$ cat src/rtl/mul_pkg.sv
// mul_pkg: shared constants, index-width helper and response-state encoding
package mul_pkg;
    localparam int WIDTH_DEF = 8;

    function automatic int idw(input int n);
        return (n < 2) ? 1 : $clog2(n);
    endfunction

    typedef enum logic {ST_EMPTY, ST_FULL} rsp_state_e;
endpackage

$ cat src/rtl/mul_arbiter_if.sv
// mul_arbiter_if: requester-side handshakes and the single response port
interface mul_arbiter_if import mul_pkg::*; #(
    parameter int NREQ  = 4,
    parameter int WIDTH = WIDTH_DEF
);
    localparam int IDW = idw(NREQ);
    logic [NREQ-1:0]       req_valid;
    logic [NREQ-1:0]       req_ready;
    logic [NREQ*WIDTH-1:0] req_a;
    logic [NREQ*WIDTH-1:0] req_b;
    logic [NREQ-1:0]       req_sign;
    logic                  rsp_valid;
    logic                  rsp_ready;
    logic [2*WIDTH-1:0]    rsp_product;
    logic [IDW-1:0]        rsp_id;

    modport master (
        output req_valid, req_a, req_b, req_sign, rsp_ready,
        input  req_ready, rsp_valid, rsp_product, rsp_id
    );
    modport slave (
        input  req_valid, req_a, req_b, req_sign, rsp_ready,
        output req_ready, rsp_valid, rsp_product, rsp_id
    );
endinterface

$ cat src/rtl/multiplier.sv
// multiplier: exact combinational WIDTH x WIDTH multiply, signed or unsigned
module multiplier #(
    parameter int WIDTH = 8
) (
    input  logic [WIDTH-1:0]   a,
    input  logic [WIDTH-1:0]   b,
    input  logic               sign,
    output logic [2*WIDTH-1:0] product
);
    logic [2*WIDTH-1:0] ax, bx;

    // Extending to full width first makes the modular product exact for both signednesses
    assign ax = {{WIDTH{sign & a[WIDTH-1]}}, a};
    assign bx = {{WIDTH{sign & b[WIDTH-1]}}, b};
    assign product = ax * bx;
endmodule

$ cat src/rtl/rr_pick.sv
// rr_pick: combinational round-robin picker, first request at or after ptr wins
module rr_pick import mul_pkg::*; #(
    parameter int NREQ = 4,
    localparam int IDW = idw(NREQ)
) (
    input  logic [NREQ-1:0] req,
    input  logic [IDW-1:0]  ptr,
    output logic [NREQ-1:0] gnt,
    output logic [IDW-1:0]  idx,
    output logic            any
);
    always_comb begin
        idx = '0;
        any = |req;
        // Scan farthest-first so the closest request to ptr overwrites last
        for (int k = NREQ - 1; k >= 0; k--)
            if (req[(int'(ptr) + k) % NREQ]) idx = IDW'((int'(ptr) + k) % NREQ);
        gnt = any ? (NREQ'(1) << idx) : '0;
    end
endmodule

$ cat src/rtl/mul_arbiter.sv
// mul_arbiter: round-robin sharing of one multiplier among NREQ requesters
module mul_arbiter import mul_pkg::*; #(
    parameter int WIDTH = WIDTH_DEF,
    parameter int NREQ  = 4
) (
    input  logic          clk,
    input  logic          rst_n,
    mul_arbiter_if.slave  bus
);
    localparam int IDW = idw(NREQ);

    rsp_state_e         st, st_nx;
    logic [IDW-1:0]     ptr, gid, id_q;
    logic [NREQ-1:0]    gnt;
    logic               any, can_accept, hs;
    logic [WIDTH-1:0]   a_sel, b_sel;
    logic               s_sel;
    logic [2*WIDTH-1:0] prod, prod_q;

    rr_pick #(.NREQ(NREQ)) u_pick (
        .req (bus.req_valid),
        .ptr (ptr),
        .gnt (gnt),
        .idx (gid),
        .any (any)
    );

    assign can_accept    = st == ST_EMPTY || bus.rsp_ready;
    assign hs            = rst_n && can_accept && any;
    assign bus.req_ready = (rst_n && can_accept) ? gnt : '0;

    assign a_sel = bus.req_a[int'(gid)*WIDTH +: WIDTH];
    assign b_sel = bus.req_b[int'(gid)*WIDTH +: WIDTH];
    assign s_sel = bus.req_sign[gid];

    multiplier #(.WIDTH(WIDTH)) u_mul (
        .a       (a_sel),
        .b       (b_sel),
        .sign    (s_sel),
        .product (prod)
    );

    always_comb begin
        st_nx = hs ? ST_FULL : (bus.rsp_ready ? ST_EMPTY : st);
    end

    always_ff @(posedge clk or negedge rst_n) begin
        if (!rst_n) st <= ST_EMPTY;
        else        st <= st_nx;
    end

    always_ff @(posedge clk or negedge rst_n) begin
        if (!rst_n) begin
            prod_q <= '0;
            id_q   <= '0;
            ptr    <= '0;
        end else if (hs) begin
            prod_q <= prod;
            id_q   <= gid;
            ptr    <= (int'(gid) == NREQ - 1) ? '0 : gid + 1'b1;
        end
    end

    assign bus.rsp_valid   = st == ST_FULL;
    assign bus.rsp_product = prod_q;
    assign bus.rsp_id      = id_q;
endmodule

$ cat src/flat_wrapper.sv
// flat-port wrapper written by rule: the top's interface ports become plain ports
module mul_arbiter_flat import mul_pkg::*;
#(
    parameter int WIDTH = WIDTH_DEF,
    parameter int NREQ  = 4
)
  (clk, rst_n, bus_req_valid, bus_req_a, bus_req_b, bus_req_sign, bus_rsp_ready, bus_req_ready, bus_rsp_valid, bus_rsp_product, bus_rsp_id);
  mul_arbiter_if #(.NREQ(NREQ), .WIDTH(WIDTH)) bus_i ();
  input  logic clk;
  input  logic rst_n;
  input wire logic [$bits(bus_i.req_valid)-1:0] bus_req_valid;
  input wire logic [$bits(bus_i.req_a)-1:0] bus_req_a;
  input wire logic [$bits(bus_i.req_b)-1:0] bus_req_b;
  input wire logic [$bits(bus_i.req_sign)-1:0] bus_req_sign;
  input wire logic [$bits(bus_i.rsp_ready)-1:0] bus_rsp_ready;
  output wire logic [$bits(bus_i.req_ready)-1:0] bus_req_ready;
  output wire logic [$bits(bus_i.rsp_valid)-1:0] bus_rsp_valid;
  output wire logic [$bits(bus_i.rsp_product)-1:0] bus_rsp_product;
  output wire logic [$bits(bus_i.rsp_id)-1:0] bus_rsp_id;
  assign bus_i.req_valid = bus_req_valid;
  assign bus_i.req_a = bus_req_a;
  assign bus_i.req_b = bus_req_b;
  assign bus_i.req_sign = bus_req_sign;
  assign bus_i.rsp_ready = bus_rsp_ready;
  assign bus_req_ready = bus_i.req_ready;
  assign bus_rsp_valid = bus_i.rsp_valid;
  assign bus_rsp_product = bus_i.rsp_product;
  assign bus_rsp_id = bus_i.rsp_id;
  mul_arbiter #(.WIDTH(WIDTH), .NREQ(NREQ)) u_core (.clk(clk), .rst_n(rst_n), .bus(bus_i));
endmodule
$ cat config.mk
export PLATFORM = sky130hd
export DESIGN_NAME = mul_arbiter_flat
export DESIGN_NICKNAME = d
export VERILOG_FILES = /design/src/rtl/mul_pkg.sv /design/src/rtl/mul_arbiter_if.sv /design/src/rtl/multiplier.sv /design/src/rtl/rr_pick.sv /design/src/rtl/mul_arbiter.sv /design/src/flat_wrapper.sv
export SDC_FILE = /design/constraint.sdc
export NUM_CORES = 1
export LEC_CHECK = 0
export CORE_UTILIZATION = 52
export DETAILED_ROUTE_END_ITERATION = 7
export PLACE_DENSITY = 0.83
export SLEW_MARGIN = 20
export SYNTH_ARGS = -nofsm -noshare
export SYNTH_HDL_FRONTEND = slang
export SYNTH_SLANG_ARGS = --single-unit
$ cat constraint.sdc
create_clock -name clk -period 8.4 [get_ports clk]
set_input_delay 1.68 -clock clk [delete_from_list [all_inputs] [get_ports clk]]
set_output_delay 1.68 -clock clk [all_outputs]
set_load 0.01 [all_outputs]
# After elaboration in Yosys (flattened, before gate mapping)
# Index checks and enable logic that the tools add are counted.
# Widths: inputs -> output; s select.
# classes
eq_ne	1
n_bitwise	6
muxes	22
n_lt_le_gt_ge	5
n_reduce_logical	8
mul	1
addsub	4
shift	3
# op_table
operator	count
$shiftx 32x6->8	2
$mul 9x9->16	1
$lt 3x4->1 const B	3
$bmux 1 s2	5
$mux 1	10
$mux 2	5
$mux 4	2
$lt 2x3->1 const B	2
$reduce_or 2->1	3
$add 2x1->2 const B	2
$add 2x2->2 const B	2
$reduce_or 4->1	1
$shl 1x2->4 const A	1
$and 1x1->1 const A	3
$and 1x1->1	2
$eq 2x1->1 const B	1
$logic_and 1x1->1	2
$reduce_bool 2->1	1
$logic_or 1x1->1	1
$not 1->1	1
# totals
output_inout_bits	23
elab_cells	54
register_bits	21
inputBits	75

# Longest topological paths before layout
# depth
word_depth	14
mapped_depth	29
ltp_nobuf	27

# By module
# A second synthesis with hierarchy kept.
# unflattened
cells_unflattened	433
area_unflattened_um2	4324.1
# modules_own_cells
module	seq_area_each_um2	area_each_um2	cells_each	n_inst
multiplier	0.0	2805.2	326	1
mul_arbiter	525.5	1307.5	74	1
rr_pick	0.0	211.5	33	1

# Worst setup path before layout
# No wires, ideal clock.
# synth_path
kind	input port to flip-flop
start	in bus_req_valid[2]
end	reg u_core.prod_q[15], in the netlist u_core.bus.rsp_product[15]
path_stages	26
setup_time_ps	82
arrival_ps	7530
required_ps	8318
slack_ps	788
path_buffers	2
cell_sequence	nor2b_1 a21o_1 a211oi_4 inv_2 buf_1 nand2_1 o21ai_2 or2_1 buf_2 nand2b_1 fa_1 fa_1 inv_1 fa_1 fa_1 inv_1 fa_1 inv_1 ha_1 inv_1 o21bai_1 a31oi_1 o21ai_0 xnor2_1 or3_1 a31oi_1
# synth_via
elab_chain_cells	11
elab_cells_between_ends	24
classes_between	mul (1); shift (2); mux (17); bitwise (2); reduce/logical (2)
# synth_rtl
element	line_no	rtl
start, declared	flat_wrapper.sv:11	input wire logic [$bits(bus_i.req_valid)-1:0] bus_req_valid;
branches (longest 11 deep; another with $mul 9x9->16)	--	
end signal, assigned	mul_arbiter.sv:58	prod_q <= prod;
end, declared	mul_arbiter.sv:18	logic [2*WIDTH-1:0] prod, prod_q;
# Parallel ways; which one is timed is not known. The select of a mux whose other input is x is not followed.
# A chain may end at the register's enable or synchronous reset.

# Worst setup path after layout
# layout_path
start	in bus_req_valid[0]
end	reg u_core.prod_q[15], in the netlist u_core.bus.rsp_product[15]
# The elaborated chain is that of the path after synthesis.

==> reports/metrics.yaml <==
status:
  status: "complete, no violations"
cells_and_area:
  seq_area_um2: 526
  n_antenna_cell: 0
  layout-drive-gt1-share_pct: 9.63
  areaGrowthSynthToFinish_pct: 31.1
  finalInstanceArea_um2: 5460
  nets: 799
  n_fill_cell: 606
  multi_input_area_um2: 3320
die:
  io_pins: 98
  die_h_um: 91.5
  coreArea_um2: 7730
  initial_utilization_pct: 53.9
  die_x_um: 91.5
  rows: 32
  die_area_um2: 8370
routing:
  wirelength_um: 11000
  firstDrtPassIters: 4
  drtIter0Drc: 166
  routed-via-count: 3790
  via_per_inst: 5.23
  drc: 0
  drt-wirelength-per-cell_um: 15.1
  ant_nets: 0
global_route:
  grt_pass1_vias: 4122
  grt_pass1_wl_um: 18800
  grt-ovfl-total: 0
  grt_max_degree: 31
  grt_usage_pct: 28.5
  antenna_found_initial: 0
sta:
  whs_ns: 0.486
  period_share_pct: 96.8
  max-slew-margin-rel_pct: 38.8
  finClkSkew_ns: 0.0109
  setup_viol: 0
  slew_viol_final: 0
  finalCriticalPeriod_ns: 8.14
  fmax_mhz: 123
  tightestPinTransition_ns: 0.916
  setup_tns_ns: 0
  hold_violations: 0
yosys:
  ys_ff_latch: 21
  async_reset_ff_share_pct: 100
  syn_nets: 691
  syn_inst: 516
  ys_types: 39
  synth_commonest_cells: "nand2_1 (99), inv_1 (74), fa_1 (63), nor2_1 (42), ha_1 (37)"
  yosysTopAreaCellShare_pct: 30.3
  netlist_area_um2: 4170
  ys_seq_area_share_pct: 12.6
  synth_edf_count: 0
  synth-main-ff-cell: "dfrtp_1"
  synth_top_area_cell: "fa_1"
  yosys-top-cells-area: "fa_1 (30%), dfrtp_1 (13%), ha_1 (11%), nand2_1 (8.9%), inv_1 (6.7%)"
  synth.most_common_cell: "nand2_1"
  syn-mean-instance-area_um2: 8.07
  yosys_warnings: 0
flow_run:
  maxCapViolations: 0
place:
  dp_hpwl_um: 9140
  routabilityCongestion: 0.933
  port_buffers: 97
  postPlaceCellArea_um2: 5350
cts:
  cts_buffer_depth: 2
  cts_num_sinks: 21
  clock_latency_ns: 0.28
  htree_levels: 1
  cts-root-buf: "clkbuf_8"
  numCtsBuffers: 3
  cts_tree: "built"
  cts_hold_buf: 0
  clk_pin_slew_ns: 0.10
worst_setup_path:
  critPathLaunch: "bus_req_valid[0]"
  worstSetupStartpointType: "primary input"
  required_ns: 8.60
  cp_max_fo: 9
  r2r-start: "u_core.ptr[1]$_DFFE_PN0P_"
  reg2reg_slack_ns: 1.61
  path_class: "primary input to flop"
  cp.arrival_ns: 8.33
  end_kind: "flop"
hold_path:
  hold_start: "u_core.bus.rsp_product[3]$_DFFE_PN0P_"
  worstHoldPathType: "flop to flop"
==> area by class of cell <==
cell class                 count  share of cell area (%)
sequential                    21                    9.63
timing repair buffer         118                    20.9
tap                          102                    2.34
inverter                      78                    5.45
clock buffer                   3                   0.756
timing repair inverter         1                  0.0917
multi-input combinational    401                    60.7
clock inverter                 1                  0.0917
==> kinds of logic (layout without fill, tap and decap cells) <==
family	Yosys count	after routing	synth area share (%)
buf+inv	94	201	8.62
mux	2	2	0.511
flops	21	21	12.6
compound gates	61	61	9.25
xor+xnor	17	17	3.57
simple gates	221	221	24.0
fa+ha+maj	100	100	41.4
==> placed cells by master (no fill, tap or decap), drive strengths merged, types with 5 or more instances in the layout <==
master / count
o21ai: 27
fa: 63
or2: 29
clkdlybuf4s50: 97
nand3: 24
inv: 77
and3: 5
ha: 37
nor2: 43
xnor2: 10
buf: 21
nand2b: 5
a21oi: 17
dfrtp: 21
xor2: 7
nand2: 99
==> through the flow <==
| step | worst slack, ns | std cells | util (%) |
|---|---|---|---|
| global route | -0.0288 | 725 | 70.6 |
| detailed placement | -0.0988 | 719 | 69.2 |
| global placement | 0.114 | 719 | 69.2 |
| floorplan | 0.788 | 516 | - |
| CTS | 0.164 | 723 | 69.8 |
| finish | 0.265 | 725 | 70.6 |
==> critical path, cell delays in order <==
cell and delay [ns]:
clkdlybuf4s50_1 0.53, nand2_1 0.14, a211oi_4 0.38, o21ai_0 0.17, and3_1 0.23, or2_4 0.29, or3_1 0.41, inv_2 0.12
fa_1 0.48, fa_1 0.53, fa_1 0.50, inv_1 0.06, fa_1 0.53, inv_1 0.04, ha_1 0.29, ha_1 0.37
a21o_1 0.18, a21oi_1 0.19, o21ai_0 0.12, a31oi_1 0.26, o21ai_0 0.17, xnor2_1 0.18, or3_1 0.31, a31oi_1 0.16
==> worst paths after layout <==
path,endpoint,depth (start not counted)
worst max-delay path,u_core.bus.rsp_product[15]$_DFFE_PN0P_,24
worst min-delay path,u_core.bus.rsp_product[3]$_DFFE_PN0P_,2
worst max register to register,u_core.bus.rsp_product[15]$_DFFE_PN0P_,23
worst min register to register,u_core.bus.rsp_product[3]$_DFFE_PN0P_,2
max in group asynchronous,u_core.bus.rsp_product[15]$_DFFE_PN0P_,2
min in group asynchronous,u_core.bus.rsp_product[2]$_DFFE_PN0P_,2
==> registers in the layout, indices dropped and copies added (netlist names) <==
name                    flops
u_core.bus.rsp_product     16
u_core.bus.rsp_id           2
u_core.ptr                  2
u_core.bus.rsp_valid        1
==> per-layer routing <==
metal	wire length [um]	GRT usage, %	vias up
li1	-	-	1820
met5	0	0	-
met2	5900	51.9	123
met4	346	11.8	0
met1	4160	34.4	1818
met3	551	2.35	29
==> what timing repair did <==
action	4_1_cts	5_1_grt
setup buffers	0	1
resized for setup	0	13
setup endpoints to repair	0	1
Power is left out: the tool's default activity adds up to more than one toggle a clock period on the data nets, which glitch-free logic cannot reach.
